===== config.mk =====
export PLATFORM = sky130hd
export DESIGN_NAME = v_issue_queue
export DESIGN_NICKNAME = d
export VERILOG_FILES = /design/src/rtl/v_issue_queue.sv
export SDC_FILE = /design/constraint.sdc
export NUM_CORES = 1
export LEC_CHECK = 0
export ABC_AREA = 1
export CORE_MARGIN = 3
export CORE_UTILIZATION = 61
export DETAILED_ROUTE_END_ITERATION = 8
export PLACE_DENSITY = 0.92
export SYNTH_ARGS = -nofsm -noshare
export SYNTH_HDL_FRONTEND = slang
export SYNTH_SLANG_ARGS = --single-unit

===== constraint.sdc =====
create_clock -name clk -period 6.6 [get_ports clk]
set_clock_uncertainty 0.15 [all_clocks]
set_input_delay 1.32 -clock clk [delete_from_list [all_inputs] [get_ports clk]]
set_output_delay 1.32 -clock clk [all_outputs]
set_load 0.1 [all_outputs]

===== src/rtl/v_issue_queue.sv =====
// v_issue_queue: buffers vector instructions from the base processor and issues
// them one at a time to the coprocessor. The instruction is held until a unit
// completes it, vconfig instructions retire in fixed time, and a timeout forces
// retirement of anything that never completes.
module v_issue_queue #(
   parameter int unsigned DEPTH      = 4,
   parameter int unsigned TIMEOUT    = 64,
   parameter logic [31:0] IDLE_INSTR = 32'h0000_0000
) (
   input  logic                   clk,
   input  logic                   nrst,
   input  logic [31:0]            instr_in,
   input  logic                   instr_valid,
   output logic                   instr_ready,
   input  logic                   flush,
   input  logic                   unit_done,
   output logic [31:0]            op_instr,
   output logic                   issue_valid,
   output logic                   busy,
   output logic [$clog2(DEPTH):0] count,
   output logic                   err_timeout
);

   localparam int unsigned PW     = $clog2(DEPTH);
   localparam int unsigned CW     = PW + 1;
   localparam int unsigned TW     = 8;
   localparam logic [6:0]  OPC_V  = 7'b1010111;
   localparam logic [2:0]  F3_CFG = 3'b111;

   typedef enum logic [1:0] {
      S_IDLE,
      S_ISSUE,
      S_WAIT,
      S_RETIRE
   } state_t;

   state_t          state_q, state_d;
   logic [31:0]     mem [DEPTH];
   logic [PW-1:0]   rd_ptr_q, rd_ptr_d;
   logic [PW-1:0]   wr_ptr_q, wr_ptr_d;
   logic [CW-1:0]   count_d;
   logic [TW-1:0]   timer_q, timer_d;
   logic [31:0]     head_d;
   logic [31:0]     op_instr_d;
   logic            issue_valid_d;
   logic            busy_d;
   logic            err_set;
   logic            push;
   logic            pop;
   logic            is_vcfg;

   // The issued instruction sits in op_instr during ISSUE, so decode it there
   assign is_vcfg = (op_instr[6:0] == OPC_V) && (op_instr[14:12] == F3_CFG);

   // Pointer/occupancy update; head_d is the entry that becomes head next cycle
   always_comb begin
      push     = instr_valid & instr_ready & ~flush;
      pop      = (state_q == S_RETIRE) & ~flush;
      rd_ptr_d = rd_ptr_q + PW'(pop);
      wr_ptr_d = wr_ptr_q + PW'(push);
      count_d  = count + CW'(push) - CW'(pop);
      if (flush) begin
         rd_ptr_d = '0;
         wr_ptr_d = '0;
         count_d  = '0;
      end
      // An entry written in the same cycle it becomes head is bypassed from instr_in
      head_d = (push && (wr_ptr_q == rd_ptr_d)) ? instr_in : mem[rd_ptr_d];
   end

   // Next-state and next-output decode
   always_comb begin
      state_d       = state_q;
      err_set       = 1'b0;
      op_instr_d    = IDLE_INSTR;
      issue_valid_d = 1'b0;
      busy_d        = 1'b0;
      timer_d       = '0;

      case (state_q)
         S_IDLE: begin
            if (count != '0) state_d = S_ISSUE;
         end
         S_ISSUE: begin
            state_d = is_vcfg ? S_RETIRE : S_WAIT;
         end
         S_WAIT: begin
            if (unit_done) begin
               state_d = S_RETIRE;
            end else if (timer_q == TW'(TIMEOUT - 1)) begin
               err_set = 1'b1;
               state_d = S_RETIRE;
            end
         end
         S_RETIRE: begin
            state_d = (count_d != '0) ? S_ISSUE : S_IDLE;
         end
         default: state_d = S_IDLE;
      endcase

      if (flush) begin
         state_d = S_IDLE;
         err_set = 1'b0;
      end

      case (state_d)
         S_ISSUE: begin
            op_instr_d    = head_d;
            issue_valid_d = 1'b1;
            busy_d        = 1'b1;
         end
         S_WAIT: begin
            op_instr_d = op_instr;
            busy_d     = 1'b1;
            timer_d    = timer_q + TW'(1);
         end
         default: ;
      endcase
   end

   // Instruction storage; contents need no reset since count gates every read
   always_ff @(posedge clk) begin
      if (push) mem[wr_ptr_q] <= instr_in;
   end

   // State and registered outputs
   always_ff @(posedge clk or negedge nrst) begin
      if (!nrst) begin
         state_q     <= S_IDLE;
         rd_ptr_q    <= '0;
         wr_ptr_q    <= '0;
         count       <= '0;
         timer_q     <= '0;
         op_instr    <= IDLE_INSTR;
         issue_valid <= 1'b0;
         busy        <= 1'b0;
         err_timeout <= 1'b0;
         instr_ready <= 1'b1;
      end else begin
         state_q     <= state_d;
         rd_ptr_q    <= rd_ptr_d;
         wr_ptr_q    <= wr_ptr_d;
         count       <= count_d;
         timer_q     <= timer_d;
         op_instr    <= op_instr_d;
         issue_valid <= issue_valid_d;
         busy        <= busy_d;
         err_timeout <= err_timeout | err_set;
         instr_ready <= (count_d != CW'(DEPTH));
      end
   end

endmodule


== Word-level counts from Yosys, hierarchy flattened ==
Memories as Yosys holds them, arrays and structs flattened.
Index checks and enable logic that the tools add are counted.
Cells by class
  $add $sub $neg: 5
  multiply operators: 0
  divide/modulo/power cells: 0
  magnitude comparators: 0
  equal/unequal tests: 10
  shifts and indexed selects: 0
  muxes and demuxes: 21
  bitwise gates (word level): 5
  reductions and logical operators: 6
Operator list (number)
  case mux 32 bit (2 select lines): 1
  2-to-1 mux 32 bit: 1
  2-to-1 mux 2 bit: 6
  2-to-1 mux 1 bit: 10
  adder 8 x 1 -> 8 bit (second input constant): 1
  == test 8 x 6 -> 1 bit (second input constant): 1
  2-to-1 mux 8 bit: 1
  case mux 2 bit (4 select lines): 1
  == test 7 bit (second input constant): 1
  == test 2 bit (second input constant): 3
  nonzero test 3 bit: 2
  adder 2 x 1 -> 2 bit: 2
  == test 2 x 1 -> 1 bit (second input constant): 2
  adder 3 x 1 -> 3 bit: 1
  AND 1 bit: 3
  == test 3 bit (second input constant): 1
  2-to-1 mux 3 bit: 1
  != test 3 bit (second input constant): 1
  subtractor 3 x 1 -> 3 bit: 1
  == test 2 bit: 1
  logical AND 1 bit: 2
  zero test 2 bit: 1
  OR reduction 2 bit: 1
  inverter 1 bit: 1
  OR 1 bit: 1
Storage, ports and cells
  bits in registers: 53
  bits in latches: 0
  memory bits (writable): 128
  bits in read-only memories: 0
  input bits: 37
  output and inout bits: 39
  word-level logic and storage cells: 58
  memories kept: 1
Memory list
  mem: words 4, width 32, rd ports 1, clocked after Yosys merged registers in 0, wr ports 1, line 38  | logic [31:0] mem [DEPTH];

== Longest topological paths before layout ==
  word-level depth: 12
  gate-level depth with buffers: 22
  gate-level depth less buffers: 20

== Worst setup path after synthesis ==
Ideal clock, no wire load.
  path kind: input to register
  from: in flush
  to: mem mem[2][0] (enable)
  library setup time: 461 ps
  arrival time: 4029 ps
  required time: 5989 ps
  path slack: 1960 ps
  stages on the path: 4
  path buffers: 1
  path through: buf_4 > nor2_1 > inv_1 > nor3_1
Between the ends
  word-level cells in the longest chain between the ends: 4
RTL lines
  start, declared: line 15  | input logic flush,
  inverter 1 bit: line 57  | push = instr_valid & instr_ready & ~flush;
  AND 1 bit: line 57
  2-to-1 mux 1 bit: line 123  | if (push) mem[wr_ptr_q] <= instr_in;
  2-to-1 mux 1 bit (implied by the code): line 123
  end, declared: line 38
No other way between the ends.

== Worst setup path in the final report ==
  from: in flush
  to: reg op_instr[12]
Between the ends
  word-level cells in the longest chain between the ends: 11
  elaborated cells on any way between the ends: 19
  classes of those cells: 3 x add/sub; 3 x eq/ne; 7 x mux; 3 x bitwise; 2 x reduce/logical; 1 x memory
RTL lines
  inverter 1 bit: line 57, 58
  AND 1 bit: line 57
  adder 3 x 1 -> 3 bit: line 61  | count_d = count + CW'(push) - CW'(pop);
  subtractor 3 x 1 -> 3 bit: line 61
  2-to-1 mux 3 bit *: line 62  | if (flush) begin
  net count_d[1]: line 41  | logic [CW-1:0] count_d;
  nonzero test 3 bit *: line 96  | state_d = (count_d != '0) ? S_ISSUE : S_IDLE;
  2-to-1 mux 1 bit *: line 96
  case mux 2 bit (4 select lines) *: line 80  | case (state_q)
  2-to-1 mux 2 bit *: line 101  | if (flush) begin
  net state_d[0]: line 37  | state_t state_q, state_d;
  == test 2 bit / == test 2 x 1 -> 1 bit (equally long branches): line 106  | case (state_d)
  case mux 32 bit (2 select lines): line 106
  end signal, assigned: line 145  | op_instr <= op_instr_d;
  end, declared: line 17  | output logic [31:0] op_instr,
Mark *: on every way through the listed nets, which the timed path passes. The rest lies on a longest branch.
A chain may end at the register's enable or synchronous reset.

==> impl_metrics.tcl <==
set metrics [dict create \
    status "finished clean" \
    leakage_uw 0.003914 \
    first_iter_violations 618 \
    maxCapViolations 0 \
    place.port_buffers 75 \
    p_sw_uw 1627 \
    worstPathArrival_ps 5360 \
    hold_depth 1 \
    rsz0062_at_grt "no" \
    synth_top_area_cell "edfxtp_1" \
    cts_root_buf "clkbuf_16" \
    p_clk_frac 0.253 \
    initial_utilization 0.6362 \
    cts_tree "done" \
    timing.final.crit_share 0.7798 \
    die-area_um2 14180 \
    crit_type "input port to flip-flop" \
    clk_latency_ps 430 \
    cts_setup_buffers 0 \
    fillers 767 \
    async_reset_ff_frac 0.2928 \
    place_hpwl_mm 10.54 \
    reg2reg_depth 20 \
    regArea_um2 5171 \
    drc 0 \
    ys_ff_latch 181 \
    htreeDepth 4 \
    p_comb_frac 0.371 \
    grt-ovfl-total 0 \
    finalNonFillerCells 1006 \
    peakVddDrop_mv 0.2551 \
    netlist_top_cells_area "edfxtp_1 49%, dfrtp_1 17%, nand2_1 13%" \
    cts.clk_slew.worst_paths_ps 60 \
    power_density_nw_per_um2 419.1 \
    ioPinCount 76 \
    syn_avg_cell_area_um2 10.31 \
    netlist_top_cells_count "278 x nand2_1, 138 x nand3_1, 128 x edfxtp_1, 60 x inv_1, 52 x dfrtp_1" \
    ys_warn_count 0 \
    vias_per_cell 5.778 \
    drt-pass1-iter-count 6 \
    cts_buffers 17 \
    yosysSeqAreaShare 0.6629 \
    antenna_found_initial 0 \
    internal-power_uw 2230 \
    synthesis.area_um2 7801 \
    period_needed_ps 5147 \
    critPathMaxFanout 14 \
    swShare 0.4219 \
    worstPathRequired_ps 6810 \
    core_um2 12260 \
    hold_class "flip-flop to flip-flop" \
    die_width_um 119.1 \
    synthCells 757 \
    mappedNetlistNets 805 \
    rows 40 \
    slew_violations 0 \
    critPathLaunchType "input port" \
    globalplace.congestion 0.8130 \
    worst_pin_slew_ps 1228 \
    yosysUniqueCellTypes 31 \
    ys.flop_type "edfxtp_1" \
    crit_cells 20 \
    grt_pass1_wl_mm 30.13 \
    hold_viol_final 0 \
    fp.dieH_um 119.1 \
    rrSetupSlack_ps 2250 \
    fin_setup_tns_ps 0 \
    wirelength_mm 18.75 \
    multiInputGateArea_um2 2190 \
    endpoint_kind "flip-flop" \
    r2r-end "op_instr[12]" \
    wl_per_cell_um 18.64 \
    cts.sinks 181 \
    synth-edff-count 128 \
    numPlacedInstances 974 \
    cts.hold.buffers_added 0 \
    crit_path_cell_trace "clkdlybuf4s50_1 > nor2_1 > nor3_1 > o21bai_1 > ha_1 > inv_1 > fa_1 > nor2_1 > nor2_1 > nand2_1 > nand2_1 > nand3b_1 > nand2_1 > inv_1 > ha_1 > inv_1 > nor2_2 > buf_4 > nand3_1 > nand2_1" \
    fin_util 0.7504 \
    grt_usage 0.2751 \
    yosysMostFrequentCell "nand2_1" \
    fmax_mhz 194.3 \
    setup_viol 0 \
    relSlewSlack 0.1766 \
    cp_common_cell "nand2_1" \
    ant_nets 0 \
    holdPathEnd "timer_q[0]" \
    fin_nets 873 \
    vias 5813 \
    max_stage_delay_ps 660 \
    area_delta_synth_final_pct 17.95 \
    cts_max_path_buffers 2 \
    synth_top_area_frac 0.4927 \
    seqPwrFrac 0.376 \
    critPathTopFamily "simple AND/OR/NAND/NOR gates" \
    cts.repair.resized 0 \
    first_global_vias 5961 \
    drive_above_1_share 0.07041 \
    antennaDiodeCount 0 \
    min_from "timer_q[0]" \
    slowest_stage "clkdlybuf4s50_1" \
    grt_max_degree 54 \
    critical_path_buf_inv_count 5 \
    rr_startpoint "state_q[0]" \
]
[power by group through the flow]
stage          combinational, uW  clock, uW  sequential (uW)
2_1_floorplan                397          0             2100
3_3_place_gp                1370          0             1460
3_5_place_dp                1410          0             1470
4_1_cts                     1430        977             1450
5_1_grt                     1510       1020             1460
6_report                    1430        977             1450
[per-layer routing]
metal  wire length [um]  GRT usage  part of all wire
met5                  0          0                 0
met4                501     0.1369             0.027
met3               1486    0.05840             0.079
met2               9619     0.4603              0.51
met1               7143     0.3406              0.38
[logic make-up after synthesis]
logic type,after synthesis,share of synthesized area
AND/OR/NAND/NOR,449,0.2441
flip-flops,181,0.6629
buffers and inverters,99,0.05982
AO/OA/AOI/OAI,15,0.01235
adder cells (fa/ha/maj),11,0.01860
XOR/XNOR,2,0.002246
[metrics by stage]
| stage | area (um2) | power [uW] | setup WS (ps) | hold slack [ps] |
|---|---|---|---|---|
| detailed placement | 8636 | 2874 | 1145 | 310.4 |
| global placement | 8636 | 2833 | 1521 | 295.4 |
| floorplan | 7801 | 2495 | 1960 | 280.7 |
| global route | 9201 | 3997 | 1173 | 359.5 |
| CTS | 9201 | 3853 | 1469 | 325.7 |
| finish | 9201 | 3857 | 1453 | 326.5 |
[flip-flops by register name (all words and copies together) (netlist names), 2 cells and up]
name and count:
mem 128, op_instr 32, timer_q 8, count 3, rd_ptr_q 2, state_q 2, wr_ptr_q 2
[worst register-to-register path, stage by stage (launching register included)]
cell	delay (ps)
dfrtp_1	420
ha_1	390
inv_1	100
nor3_1	330
o21bai_1	170
ha_1	160
inv_1	50
fa_1	450
nor2_1	140
nor2_1	80
nand2_1	90
nand2_1	60
nand3b_1	90
nand2_1	120
inv_1	120
ha_1	170
inv_1	50
nor2_2	540
buf_4	340
nand3_1	130
nand2_1	100
[cell type report]
type                            count  share of cell area
Multi-Input combinational cell    477              0.2380
Timing Repair Buffer               87             0.09084
Tap cell                          168             0.02284
Inverter                           61             0.02488
Sequential cell                   181              0.5620
Clock inverter                     14             0.01482
Clock buffer                       18             0.04664
[cell usage in the layout (no fill, tap or decap), types with 3 or more instances in the layout]
master           netlist  layout
nor2_1                16      15
nand2_2                4       4
nand3_1              138     138
clkinv_2               0       4
ha_1                  10      10
inv_1                 60      60
edfxtp_1             128     128
nor3_2                 0       4
nand2_1              278     278
dfrtp_1               52      52
o21ai_0                5       5
clkbuf_16              0      17
clkdlybuf4s50_1        0      74
clkinvlp_4             0       3
a21oi_1                5       5
buf_4                  7      12
[worst max path at each step]
| stage | from | to | slack (ps) |
|---|---|---|---|
| 2_1_floorplan | flush | mem[2][0] | 1960 |
| 3_3_place_gp | flush | op_instr[0] | 1520 |
| 3_5_place_dp | flush | op_instr[1] | 1140 |
| 4_1_cts | flush | op_instr[12] | 1470 |
| 5_1_grt | flush | op_instr[1] | 1170 |
| 6_report | flush | op_instr[12] | 1450 |
No activity file was read; power rests on OpenSTA's default activity.
